$ cat config.mk
export PLATFORM = sky130hd
export DESIGN_NAME = prog_clock_divider_flat
export DESIGN_NICKNAME = d
export VERILOG_FILES = /design/src/rtl/prog_clock_divider_if.sv /design/src/rtl/prog_clock_divider.sv /design/src/flat_wrapper.sv
export SDC_FILE = /design/constraint.sdc
export NUM_CORES = 1
export LEC_CHECK = 0
export CAP_MARGIN = 15
export CORE_UTILIZATION = 60
export DETAILED_ROUTE_END_ITERATION = 8
export DONT_BUFFER_PORTS = 1
export GPL_TIMING_DRIVEN = 0
export PLACE_DENSITY = 0.83
export SLEW_MARGIN = 20
export SYNTH_ARGS = -nofsm -noshare
export SYNTH_HDL_FRONTEND = slang
export SYNTH_SLANG_ARGS = --single-unit
$ cat constraint.sdc
create_clock -name clock_in -period 12.3 [get_ports clock_in]
set_clock_uncertainty 0.2 [all_clocks]
set_input_delay 0.615 -clock clock_in [delete_from_list [all_inputs] [get_ports clock_in]]
set_output_delay 0.615 -clock clock_in [all_outputs]
set_load 0.01 [all_outputs]
$ cat src/rtl/prog_clock_divider_if.sv
// Control and status bundle for the programmable clock divider.
// The divider sits on the slave side; the consumer of the divided clock drives it through master.
interface prog_clock_divider_if #(
    parameter int WIDTH = 28
);
    logic             enable;
    logic             load;
    logic [WIDTH-1:0] divisor_in;
    logic [WIDTH-1:0] high_in;
    logic             clock_out;
    logic             tick;
    logic             pending;
    logic             load_err;
    logic [WIDTH-1:0] phase;

    modport master (
        output enable, load, divisor_in, high_in,
        input  clock_out, tick, pending, load_err, phase
    );

    modport slave (
        input  enable, load, divisor_in, high_in,
        output clock_out, tick, pending, load_err, phase
    );
endinterface

$ cat src/rtl/prog_clock_divider.sv
// Runtime-programmable clock divider with duty control, freeze, period tick
// and shadowed divisor reload that only takes effect at period boundaries.
module prog_clock_divider #(
    parameter int WIDTH           = 28,
    parameter int DEFAULT_DIVISOR = 25000,
    parameter int DEFAULT_HIGH    = 12500
) (
    input  logic                 clock_in,
    input  logic                 reset,
    prog_clock_divider_if.slave  bus
);
    localparam logic [WIDTH-1:0] DEF_DIV  = WIDTH'(DEFAULT_DIVISOR);
    localparam logic [WIDTH-1:0] DEF_HIGH = WIDTH'(DEFAULT_HIGH);

    function automatic logic [WIDTH-1:0] clamp_div(input logic [WIDTH-1:0] d);
        return (d < WIDTH'(2)) ? WIDTH'(2) : d;
    endfunction

    // High time must leave at least one low cycle, so it is bounded by the clamped divisor.
    function automatic logic [WIDTH-1:0] clamp_high(input logic [WIDTH-1:0] h,
                                                    input logic [WIDTH-1:0] d);
        logic [WIDTH-1:0] t;
        t = (h == '0) ? WIDTH'(1) : h;
        if (t > d - WIDTH'(1))
            t = d - WIDTH'(1);
        return t;
    endfunction

    logic [WIDTH-1:0] r_div_act, r_high_act, r_div_sh, r_high_sh, r_cnt;
    logic             r_pending, r_clk, r_tick, r_err;

    logic [WIDTH-1:0] w_div_cl, w_high_cl, w_cnt_next, w_high_eff;
    logic             w_clamped, w_wrap, w_swap;

    always_comb begin
        w_div_cl   = clamp_div(bus.divisor_in);
        w_high_cl  = clamp_high(bus.high_in, w_div_cl);
        w_clamped  = (w_div_cl != bus.divisor_in) || (w_high_cl != bus.high_in);
        w_wrap     = (r_cnt == r_div_act - WIDTH'(1));
        w_cnt_next = w_wrap ? '0 : r_cnt + WIDTH'(1);
        w_swap     = w_wrap && r_pending;
        w_high_eff = w_swap ? r_high_sh : r_high_act;
    end

    always_ff @(posedge clock_in) begin
        if (reset) begin
            r_div_act  <= DEF_DIV;
            r_high_act <= DEF_HIGH;
            r_div_sh   <= DEF_DIV;
            r_high_sh  <= DEF_HIGH;
            r_cnt      <= DEF_DIV - WIDTH'(1);
            r_pending  <= 1'b0;
            r_clk      <= 1'b0;
            r_tick     <= 1'b0;
            r_err      <= 1'b0;
        end else begin
            r_err <= bus.load && w_clamped;
            if (bus.enable) begin
                r_cnt  <= w_cnt_next;
                r_clk  <= (w_cnt_next < w_high_eff);
                r_tick <= (w_cnt_next == '0);
                if (w_swap) begin
                    r_div_act  <= r_div_sh;
                    r_high_act <= r_high_sh;
                    r_pending  <= 1'b0;
                end
                // A load on the wrap edge lands in the shadow after the swap has consumed the old one.
                if (bus.load) begin
                    r_div_sh  <= w_div_cl;
                    r_high_sh <= w_high_cl;
                    r_pending <= 1'b1;
                end
            end else begin
                r_tick <= 1'b0;
                if (bus.load) begin
                    r_div_act  <= w_div_cl;
                    r_high_act <= w_high_cl;
                    r_div_sh   <= w_div_cl;
                    r_high_sh  <= w_high_cl;
                    r_cnt      <= w_div_cl - WIDTH'(1);
                    r_clk      <= 1'b0;
                    r_pending  <= 1'b0;
                end
            end
        end
    end

    assign bus.clock_out = r_clk;
    assign bus.tick      = r_tick;
    assign bus.pending   = r_pending;
    assign bus.load_err  = r_err;
    assign bus.phase     = r_cnt;
endmodule

$ cat src/flat_wrapper.sv
// flat-port wrapper written by rule: the top's interface ports become plain ports
module prog_clock_divider_flat 
#(
    parameter int WIDTH           = 28,
    parameter int DEFAULT_DIVISOR = 25000,
    parameter int DEFAULT_HIGH    = 12500
)
  (clock_in, reset, bus_enable, bus_load, bus_divisor_in, bus_high_in, bus_clock_out, bus_tick, bus_pending, bus_load_err, bus_phase);
  prog_clock_divider_if #(.WIDTH(WIDTH)) bus_i ();
  input  logic clock_in;
  input  logic reset;
  input wire logic [$bits(bus_i.enable)-1:0] bus_enable;
  input wire logic [$bits(bus_i.load)-1:0] bus_load;
  input wire logic [$bits(bus_i.divisor_in)-1:0] bus_divisor_in;
  input wire logic [$bits(bus_i.high_in)-1:0] bus_high_in;
  output wire logic [$bits(bus_i.clock_out)-1:0] bus_clock_out;
  output wire logic [$bits(bus_i.tick)-1:0] bus_tick;
  output wire logic [$bits(bus_i.pending)-1:0] bus_pending;
  output wire logic [$bits(bus_i.load_err)-1:0] bus_load_err;
  output wire logic [$bits(bus_i.phase)-1:0] bus_phase;
  assign bus_i.enable = bus_enable;
  assign bus_i.load = bus_load;
  assign bus_i.divisor_in = bus_divisor_in;
  assign bus_i.high_in = bus_high_in;
  assign bus_clock_out = bus_i.clock_out;
  assign bus_tick = bus_i.tick;
  assign bus_pending = bus_i.pending;
  assign bus_load_err = bus_i.load_err;
  assign bus_phase = bus_i.phase;
  prog_clock_divider #(.WIDTH(WIDTH), .DEFAULT_DIVISOR(DEFAULT_DIVISOR), .DEFAULT_HIGH(DEFAULT_HIGH)) u_core (.clock_in(clock_in), .reset(reset), .bus(bus_i));
endmodule
==> run summary, run 1 <==
* **result of the run** completed
* **dominant register cell in the synthesized netlist** sky130_fd_sc_hd__dfxtp_1
* **average cell area after synthesis** 7.83 µm²
* **final weighted congestion of routability-driven global placement** 0.970
* **clock share of power** 38.5%
* **asr flop ratio synth** 0%
* **fin nets** 1512
* **average detailed-routed wire length per instance** 23.0 µm
* **overall die height** 136 µm
* **DRC** 0
* **post-synthesis instance area** 10800 µm²
* **Syn-to-layout area delta** 8.15%
* **# clock sinks** 144
* **post-synthesis cell type count** 66
* **vias per cell** 6.85
* **wire length of the first global-routing pass** 56700 µm
* **slack of the critical path** 4.61 ns
* **pre-CTS WS** 4.39 ns
* **Final Slew Violations** 0
* **Hold Startpoint** bus_divisor_in[8]
* **critical path's slowest cell** sky130_fd_sc_hd__nor3_1
* **largest stage delay on the critical path** 0.69 ns
* **post-cts sizing count** 0
* **RSZ-0062 raised after global routing** false
* **clock-pin slew of the registers on the worst-case setup and hold paths** 0.06 ns
* **data required time of the critical path** 12.42 ns
* **switching power** 0.000451 W
* **ratio of cells with drive above 1 in the final layout** 6.24%
* **flip-flop and latch count after synthesis** 144
* **remaining antenna violation count after routing** 0
* **combined global-route utilization of all metal layers** 40.9%
* **Clk Tree Root Cell** sky130_fd_sc_hd__clkbuf_16
* **number of buffers inserted for hold repair after clock tree synthesis** 0
* **placed cell count** 1604
* **GRT overflow** 0
* **FF-to-FF End** u_core.bus.clock_out$_SDFFE_PP0P_
* **synthesis warning total** 0
* **clock buffer count from CTS** 17
* **instance count of the mapped netlist** 1379
* **final cell count without fillers** 1638
* **initial antenna violation count** 3
* **Power Density** 118 nW/µm²
* **Mapped Nets** 1493
* **launch instance of the worst register-to-register path** u_core.r_div_act[5]$_SDFFE_PP1P_
* **kind of path behind the tightest hold check** in2reg
* **utilization after layout** 67.0%
* **sequential element share of the synthesized area** 26.7%
* **cell mode on critical path** sky130_fd_sc_hd__nand2_1
* **DRT Pass-1 Iters** 6
* **CTS tree** yes
* **Net Sw Frac** 32.7%
* **relative contribution of sequential cells to total power** 38.6%
* **largest fanout on the critical path** 10
* **iteration-0 DRC count of the detailed router** 1490
* **total setup violations reported at the end of the flow** 0
* **internal power summed over all cells** 0.000927 W
* **Final Cycle Share** 62.5%
* **part of the power in combinational logic** 22.8%
* **H-Tree Depth** 4
* **Max Freq** 130 MHz
* **die area** 18500 µm²
* **insertion delay of the later-clocked pin in the worst-skew pair** 0.44 ns
* **transition time at the pin with the least slew margin** 1.05 ns
* **wire length after detailed routing** 37700 µm
* **post-CTS setup buffer count** 0
* **Core Region** 17400 µm²
* **I/O pin count** 92
* **pin count of the biggest net entering global routing** 17
* **setup slack, reg-to-reg** 5.63 ns
* **IR Drop Worst-Case VDD** 101 µV
* **Core Rows** 48
* **Min-Delay Path Depth** 2
* **filler cell count in the final layout** 1481
* **CP Cell Sequence** clkbuf_1 > or3_1 > nor4_1 > nand3_1 > nand2_1 > ha_1 > nor4b_1 > nand2_1 > nor3_1 > nand2_1 > xor2_1 > ha_1 > a21o_1 > a21o_1 > a21oi_1 > nor2b_1 > a21bo_2 > o21a_1 > a22oi_1 > buf_2 > buf_1 > o21ai_0 > a221o_1
* **effective utilization at floorplan** 62.0%
* **number of hold-slack violations in the final timing report** 0
* **relative slew slack** 29.3%
* **Via Count** 11218
* **leak pwr** 4.59 nW
* **Worst Hold Margin** 0.120 ns
* **via count of the first global-routing pass** 10215
* **number of max-cap violations** 0
* **Reg2Reg Depth** 23
* **time the worst path needs with I/O delays and setup** 7.69 ns
* **clock tree buffer depth** 2
* **Total Neg Setup Slack** 0 ns
* **kind of critical path** in2reg
* **die outline width** 136 µm
* **crit path launch type** primary input
* **IO buf count** 0
* **endpoint with the worst hold slack** u_core.r_div_sh[8]$_SDFFE_PP1P_
* **element type at the critical path end** register
* **half-perimeter wire length after placement** 28900 µm
* **EDFF count, synth** 0
* **arrival time of the worst setup path** 7.81 ns
-- worst max-delay path by stage --
stage	from	to	slack, ns	depth (start not counted)
floorplan	bus_divisor_in[17]	u_core.r_high_act[10]$_SDFFE_PP0P_	6.09	24
global placement	bus_divisor_in[17]	u_core.r_high_act[10]$_SDFFE_PP0P_	4.45	24
detailed placement	bus_divisor_in[22]	u_core.r_high_act[10]$_SDFFE_PP0P_	4.39	23
CTS	bus_divisor_in[22]	u_core.r_high_act[10]$_SDFFE_PP0P_	4.83	23
global route	bus_divisor_in[17]	u_core.r_high_act[10]$_SDFFE_PP0P_	4.13	24
finish	bus_divisor_in[22]	u_core.r_high_act[10]$_SDFFE_PP0P_	4.61	23
-- power groups by stage --
| stage | sequential [W] | clock [W] | combinational (W) |
|---|---|---|---|
| after CTS | 0.000531 | 0.000525 | 0.000304 |
| after global routing | 0.000535 | 0.000547 | 0.000341 |
| after global placement | 0.000539 | 0 | 0.000294 |
| after floorplan | 0.000530 | 0 | 0.000228 |
| final | 0.000533 | 0.000531 | 0.000314 |
| after detailed placement | 0.000541 | 0 | 0.000301 |
-- logic make-up after synthesis --
| logic type | count (synthesis) | share of synthesized area, % |
|---|---|---|
| AO/OA/AOI/OAI | 309 | 19.9 |
| XOR/XNOR | 103 | 8.61 |
| adder cells (fa/ha/maj) | 55 | 6.35 |
| buffers and inverters | 155 | 5.70 |
| flip-flops | 144 | 26.7 |
| multiplexers | 95 | 8.84 |
| AND/OR/NAND/NOR | 518 | 23.8 |
-- layout make-up --
cell class              instances  area (µm²)  share of cell area [%]
multi-input cells            1080        7300                    62.5
flip-flops and latches        144        2880                    24.7
plain buffers                 139         556                    4.76
clock buffers                  18         439                    3.76
well taps                     225         282                    2.41
clock inverters                13         151                    1.30
inverters                      16        60.1                   0.514
diodes                          3        7.51                  0.0643
-- state kept, by name (all words and copies together), names as in the netlist, 28 cells and up --
name / count
u_core.bus.phase: 28
u_core.r_high_sh: 28
u_core.r_div_act: 28
u_core.r_high_act: 28
u_core.r_div_sh: 28
-- through the flow --
step	power, W	instance area (µm²)
after floorplan	0.000758	10800
after global placement	0.000833	11100
after detailed placement	0.000841	11100
after CTS	0.00136	11700
after global routing	0.00142	11700
final	0.00138	11700
-- cell usage in the layout, fill, tap and decap left out, drive strengths merged, types with 5 or more instances in the layout --
master and count:
a211oi 53, a21o 10, a21oi 63, a221o 20, a22oi 8, a31o 22
a31oi 21, and2 25, and3 32, and4 5, buf 29, clkbuf 128
dfxtp 144, ha 54, inv 22, mux2i 92, nand2 93, nand2b 10
nand3 22, nand4 25, nor2 182, nor2b 14, nor3 35, nor3b 6
nor4 31, o2111ai 5, o211ai 18, o21ai 49, o221ai 5, or2 7
or3 10, or4 11, xnor2 55, xor2 46
-- cells in the mapped netlist, drive strengths merged (3+ instances only) --
library cell  instances  area (µm²)
a2111oi               4        37.5
a211o                 4        35.0
a211oi               53         403
a21o                 10        75.1
a21oi                63         315
a221o                20         200
a22oi                 8        60.1
a31o                 22         193
a31oi                21         131
and2                 25         156
and3                 32         200
and4                  5        43.8
buf                  29         143
clkbuf              110         413
dfxtp               144        2880
ha                   54         676
inv                  16        60.1
mux2                  3        33.8
mux2i                92         921
nand2                93         352
nand2b               10        62.6
nand3                22         110
nand4                25         156
nor2                182         683
nor2b                14        87.6
nor3                 35         175
nor3b                 6        45.0
nor4                 31         194
nor4b                 4        65.1
o2111ai               5        43.8
o211ai               18         135
o21a                  4        30.0
o21ai                49         245
o221ai                5        43.8
o41ai                 3        26.3
or2                   7        43.8
or3                  10        62.6
or4                  11        82.6
xnor2                55         482
xor2                 46         403
-- per-layer routing --
metal,vias up,GRT usage [%],wire length (µm)
li1,5036,-,-
met1,5191,51.6,14400
met2,836,62.9,16300
met3,153,13.0,5330
met4,2,18.9,1630
met5,-,0,13
-- critical path, delay by kind of cell --
kind	cells	cell delay, ns
adders and majority gates	2	0.55
and+or+nand+nor	9	3.65
AOI/OAI and AO/OA	8	1.78
buffers and inverters	3	0.92
xor gates and xnor gates	1	0.30
Note: power is estimated with default switching activity, not from simulation.
==> run 2, diff against run 1 <==
--- a/config.mk
+++ b/config.mk
@@ -5,6 +5,7 @@
 export SDC_FILE = /design/constraint.sdc
 export NUM_CORES = 1
 export LEC_CHECK = 0
+export ABC_AREA = 1
 export CAP_MARGIN = 15
 export CORE_UTILIZATION = 60
 export DETAILED_ROUTE_END_ITERATION = 8
==> constraint.sdc (replaced) <==
create_clock -name clock_in -period 7.6 [get_ports clock_in]
set_clock_uncertainty 0.2 [all_clocks]
set_input_delay 0.38 -clock clock_in [delete_from_list [all_inputs] [get_ports clock_in]]
set_output_delay 0.38 -clock clock_in [all_outputs]
set_load 0.01 [all_outputs]
==> run 2 against run 1 <==
  * The flow now finishes with violations (DRC)
  * Worst setup slack worse by 2.2 ns
  * Count of clock-buffer cells in the layout unchanged
  * Via count increased by 14%
  * First-iteration DRC count grew 15%
  * Hold slack got worse by 0.11 ns
  * Cell count rose by 24%
  * Total power is 67% higher
  * Synthesized area up 3.5%
==> run summary, run 2 <==
* **Worst Hold Margin** 0.00739 ns, -0.113 ns
* **Top delay family on crit path** simple AND/OR/NAND/NOR gates
* **most common cell in the synthesized netlist** sky130_fd_sc_hd__nand2_1
* **ranking of synthesized cells by area** sky130_fd_sc_hd__dfxtp_1, sky130_fd_sc_hd__nand2_1, sky130_fd_sc_hd__inv_1, sky130_fd_sc_hd__ha_1, sky130_fd_sc_hd__nor2_1
* **transition time at the pin with the least slew margin** 0.889 ns, -0.165 ns
* **insertion delay of the later-clocked pin in the worst-skew pair** 0.44 ns, about the same
* **post-synthesis instance area** 11200 µm², +3.5%
* **DRT Pass-1 Iters** 8, +2
* **pin count of the biggest net entering global routing** 17, unchanged
* **# clock sinks** 144, unchanged
* **post-synthesis cell type count** 54, -18%
* **Clk Tree Root Cell** sky130_fd_sc_hd__clkbuf_16
* **DRC** 12, +12
* **fin nets** 1897, +25%
* **ratio of cells with drive above 1 in the final layout** 6.51%, +0.27 points
* **highest-count cells in the layout ignoring fill and taps** sky130_fd_sc_hd__nand2_1, sky130_fd_sc_hd__inv_1, sky130_fd_sc_hd__nor2_1
* **average detailed-routed wire length per instance** 21.4 µm, -7.0%
* **vias per cell** 6.32, -7.7%
* **IR Drop Worst-Case VDD** 163 µV, +62%
* **die outline width** 138 µm, +1.7%
* **Mapped Nets** 1856, +24%
* **total setup violations reported at the end of the flow** 0, unchanged
* **internal power summed over all cells** 0.00150 W, +62%
* **number of max-cap violations** 0, unchanged
* **Syn-to-layout area delta** 9.97%
* **crit path launch type** primary input
* **RSZ-0062 raised after global routing** false
* **number of hold-slack violations in the final timing report** 0, unchanged
* **switching power** 0.000805 W, +78%
* **post-cts sizing count** 0, unchanged
* **synthesis warning total** 0, unchanged
* **element type at the critical path end** register
* **time the worst path needs with I/O delays and setup** 5.17 ns
* **I/O pin count** 92, unchanged
* **clock share of power** 38.1%, -0.4 points
* **largest stage delay on the critical path** 0.53 ns, -0.16 ns
* **clock buffer count from CTS** 17, unchanged
* **final weighted congestion of routability-driven global placement** 1.08, +11%
* **H-Tree Depth** 4, unchanged
* **combined global-route utilization of all metal layers** 45.2%, +4.3 points
* **IO buf count** 0, unchanged
* **GRT overflow** 0, unchanged
* **dominant register cell in the synthesized netlist** sky130_fd_sc_hd__dfxtp_1
* **Final Cycle Share** 68.0%
* **leading area contributor after synthesis** sky130_fd_sc_hd__dfxtp_1
* **half-perimeter wire length after placement** 33600 µm, +16%
* **Final Slew Violations** 0, unchanged
* **relative contribution of sequential cells to total power** 37.7%, -0.9 points
* **via count of the first global-routing pass** 12081, +18%
* **kind of path behind the tightest hold check** in2reg
* **EDFF count, synth** 0, unchanged
* **wire length after detailed routing** 43300 µm, +15%
* **instance count of the mapped netlist** 1742, +26%
* **effective utilization at floorplan** 61.7%, -0.23 points
* **clock-pin slew of the registers on the worst-case setup and hold paths** 0.07 ns, about the same
* **result of the run** finished, violations left
* **initial antenna violation count** 1, -2
* **Via Count** 12807, +14%
* **largest fanout on the critical path** 10, unchanged
* **wire length of the first global-routing pass** 66700 µm, +18%
* **relative slew slack** 40.6%, +11 points
* **Power Density** 188 nW/µm², +59%
* **die area** 19200 µm², +3.4%
* **sequential element share of the synthesized area** 25.8%, -0.89 points
* **cell mode on critical path** sky130_fd_sc_hd__nand2_1
* **Max Freq** 194 MHz
* **critical path's slowest cell** sky130_fd_sc_hd__xor2_1
* **Net Sw Frac** 34.9%, +2.2 points
* **clock tree buffer depth** 2, unchanged
* **asr flop ratio synth** 0%, unchanged
* **flip-flop and latch count after synthesis** 144, unchanged
* **arrival time of the worst setup path** 5.33 ns, -2.48 ns
* **commonest cells in the synthesized netlist** sky130_fd_sc_hd__nand2_1, sky130_fd_sc_hd__inv_1, sky130_fd_sc_hd__nor2_1
* **most common cell after layout, fill and taps aside** sky130_fd_sc_hd__nand2_1
* **leak pwr** 5.54 nW, +21%
* **Core Region** 18100 µm², +3.8%
* **Core Rows** 49, +2.1%
* **data required time of the critical path** 7.77 ns, -4.65 ns
* **remaining antenna violation count after routing** 0, unchanged
* **iteration-0 DRC count of the detailed router** 1720, +15%
* **kind of critical path** in2reg
* **filler cell count in the final layout** 1645, +11%
* **worst path buffer plus inverter count** 4, +1
* **Total Neg Setup Slack** 0 ns, unchanged
* **overall die height** 138 µm, +1.7%
* **area fraction of the dominant cell type after synthesis** 25.8%, -0.89 points
* **antenna diode count** 0, -3
* **part of the power in combinational logic** 24.1%, +1.3 points
* **violations in the final reports** DRC
* **average cell area after synthesis** 6.41 µm², -18%
* **CTS tree** yes
## run 2: cell types whose count changed after synthesis, sizes merged, moves of 50 or more
cell and change:
nand4 +65, mux2i -92, o21ai +67, inv +209, a211oi -50, nand2 +330
## run 2: area by class of cell
| class | count | area (µm²) | area share, % |
|---|---|---|---|
| tap | 229 | 287 | 2.33 |
| timing repair buffer | 22 | 220 | 1.79 |
| inverter | 231 | 868 | 7.07 |
| buffer | 105 | 470 | 3.83 |
| clock buffer | 18 | 439 | 3.58 |
| sequential | 144 | 2880 | 23.5 |
| multi-input combinational | 1262 | 6950 | 56.6 |
| clock inverter | 14 | 168 | 1.37 |
## run 2: per-layer routing
layer	vias up	track usage (%)	part of all wire (%)
li1	5849	-	-
met1	5764	55.3	37
met2	957	70.8	43
met3	235	11.5	13
met4	2	29.3	6.9
met5	-	0	0.030
## run 2: kinds of logic (layout without fill, tap and decap cells)
logic type	Yosys count	count (layout)	synth area share, %
AND/OR/NAND/NOR	804	804	32.4
AO/OA/AOI/OAI	312	312	16.5
adder cells (fa/ha/maj)	54	54	6.05
flip-flops	144	144	25.8
buffers and inverters	336	390	12.0
XOR/XNOR	92	92	7.28
## run 2: power groups by stage
| stage | clock (W) | combinational [W] | sequential [W] |
|---|---|---|---|
| 6_report | 0.000879 | 0.000557 | 0.000870 |
| 4_1_cts | 0.000864 | 0.000536 | 0.000866 |
| 3_5_place_dp | 0 | 0.000521 | 0.000882 |
| 3_3_place_gp | 0 | 0.000509 | 0.000880 |
| 2_1_floorplan | 0 | 0.000386 | 0.000862 |
| 5_1_grt | 0.000899 | 0.000609 | 0.000873 |
## run 2: worst reg2reg max path, delay by kind of cell, from the launching register on
family / cells / cell delay (ns)
AOI/OAI and AO/OA: 5 / 1.21
DFF: 1 / 0.38
xor gates and xnor gates: 1 / 0.22
buffers and inverters: 4 / 0.70
and+or+nand+nor: 13 / 1.50
adders and majority gates: 2 / 0.53
## run 2: metrics by stage
| step | cell area [µm²] | utilization, % | total power [W] | setup WS (ns) | std cells |
|---|---|---|---|---|---|
| after global routing | 12300 | 67.9 | 0.00238 | 2.14 | 2025 |
| after detailed placement | 11500 | 63.3 | 0.00140 | 2.23 | 1971 |
| final | 12300 | 67.9 | 0.00231 | 2.43 | 2025 |
| after global placement | 11500 | 63.3 | 0.00139 | 2.25 | 1971 |
| after CTS | 12300 | 67.9 | 0.00227 | 2.67 | 2025 |
| after floorplan | 11200 | - | 0.00125 | 3.41 | 1742 |
## run 2: path summary, 6_finish.rpt
check,start,to,slack (ns),depth (start not counted)
setup / recovery,bus_divisor_in[19],u_core.r_high_act[17]$_SDFFE_PP0P_,2.43,27
hold / removal,bus_divisor_in[1],u_core.r_div_sh[1]$_SDFFE_PP0P_,0.007,4
setup reg to reg,u_core.r_div_act[0]$_SDFFE_PP0P_,u_core.bus.clock_out$_SDFFE_PP0P_,2.78,25
hold reg to reg,u_core.r_div_sh[17]$_SDFFE_PP0P_,u_core.r_div_act[17]$_SDFFE_PP0P_,0.27,2
## run 2: repair_timing
action | in CTS | in global routing
hold buffers | 22 | 0
buffers inserted | 0 | 0
endpoints found under the hold margin | 40 | 0
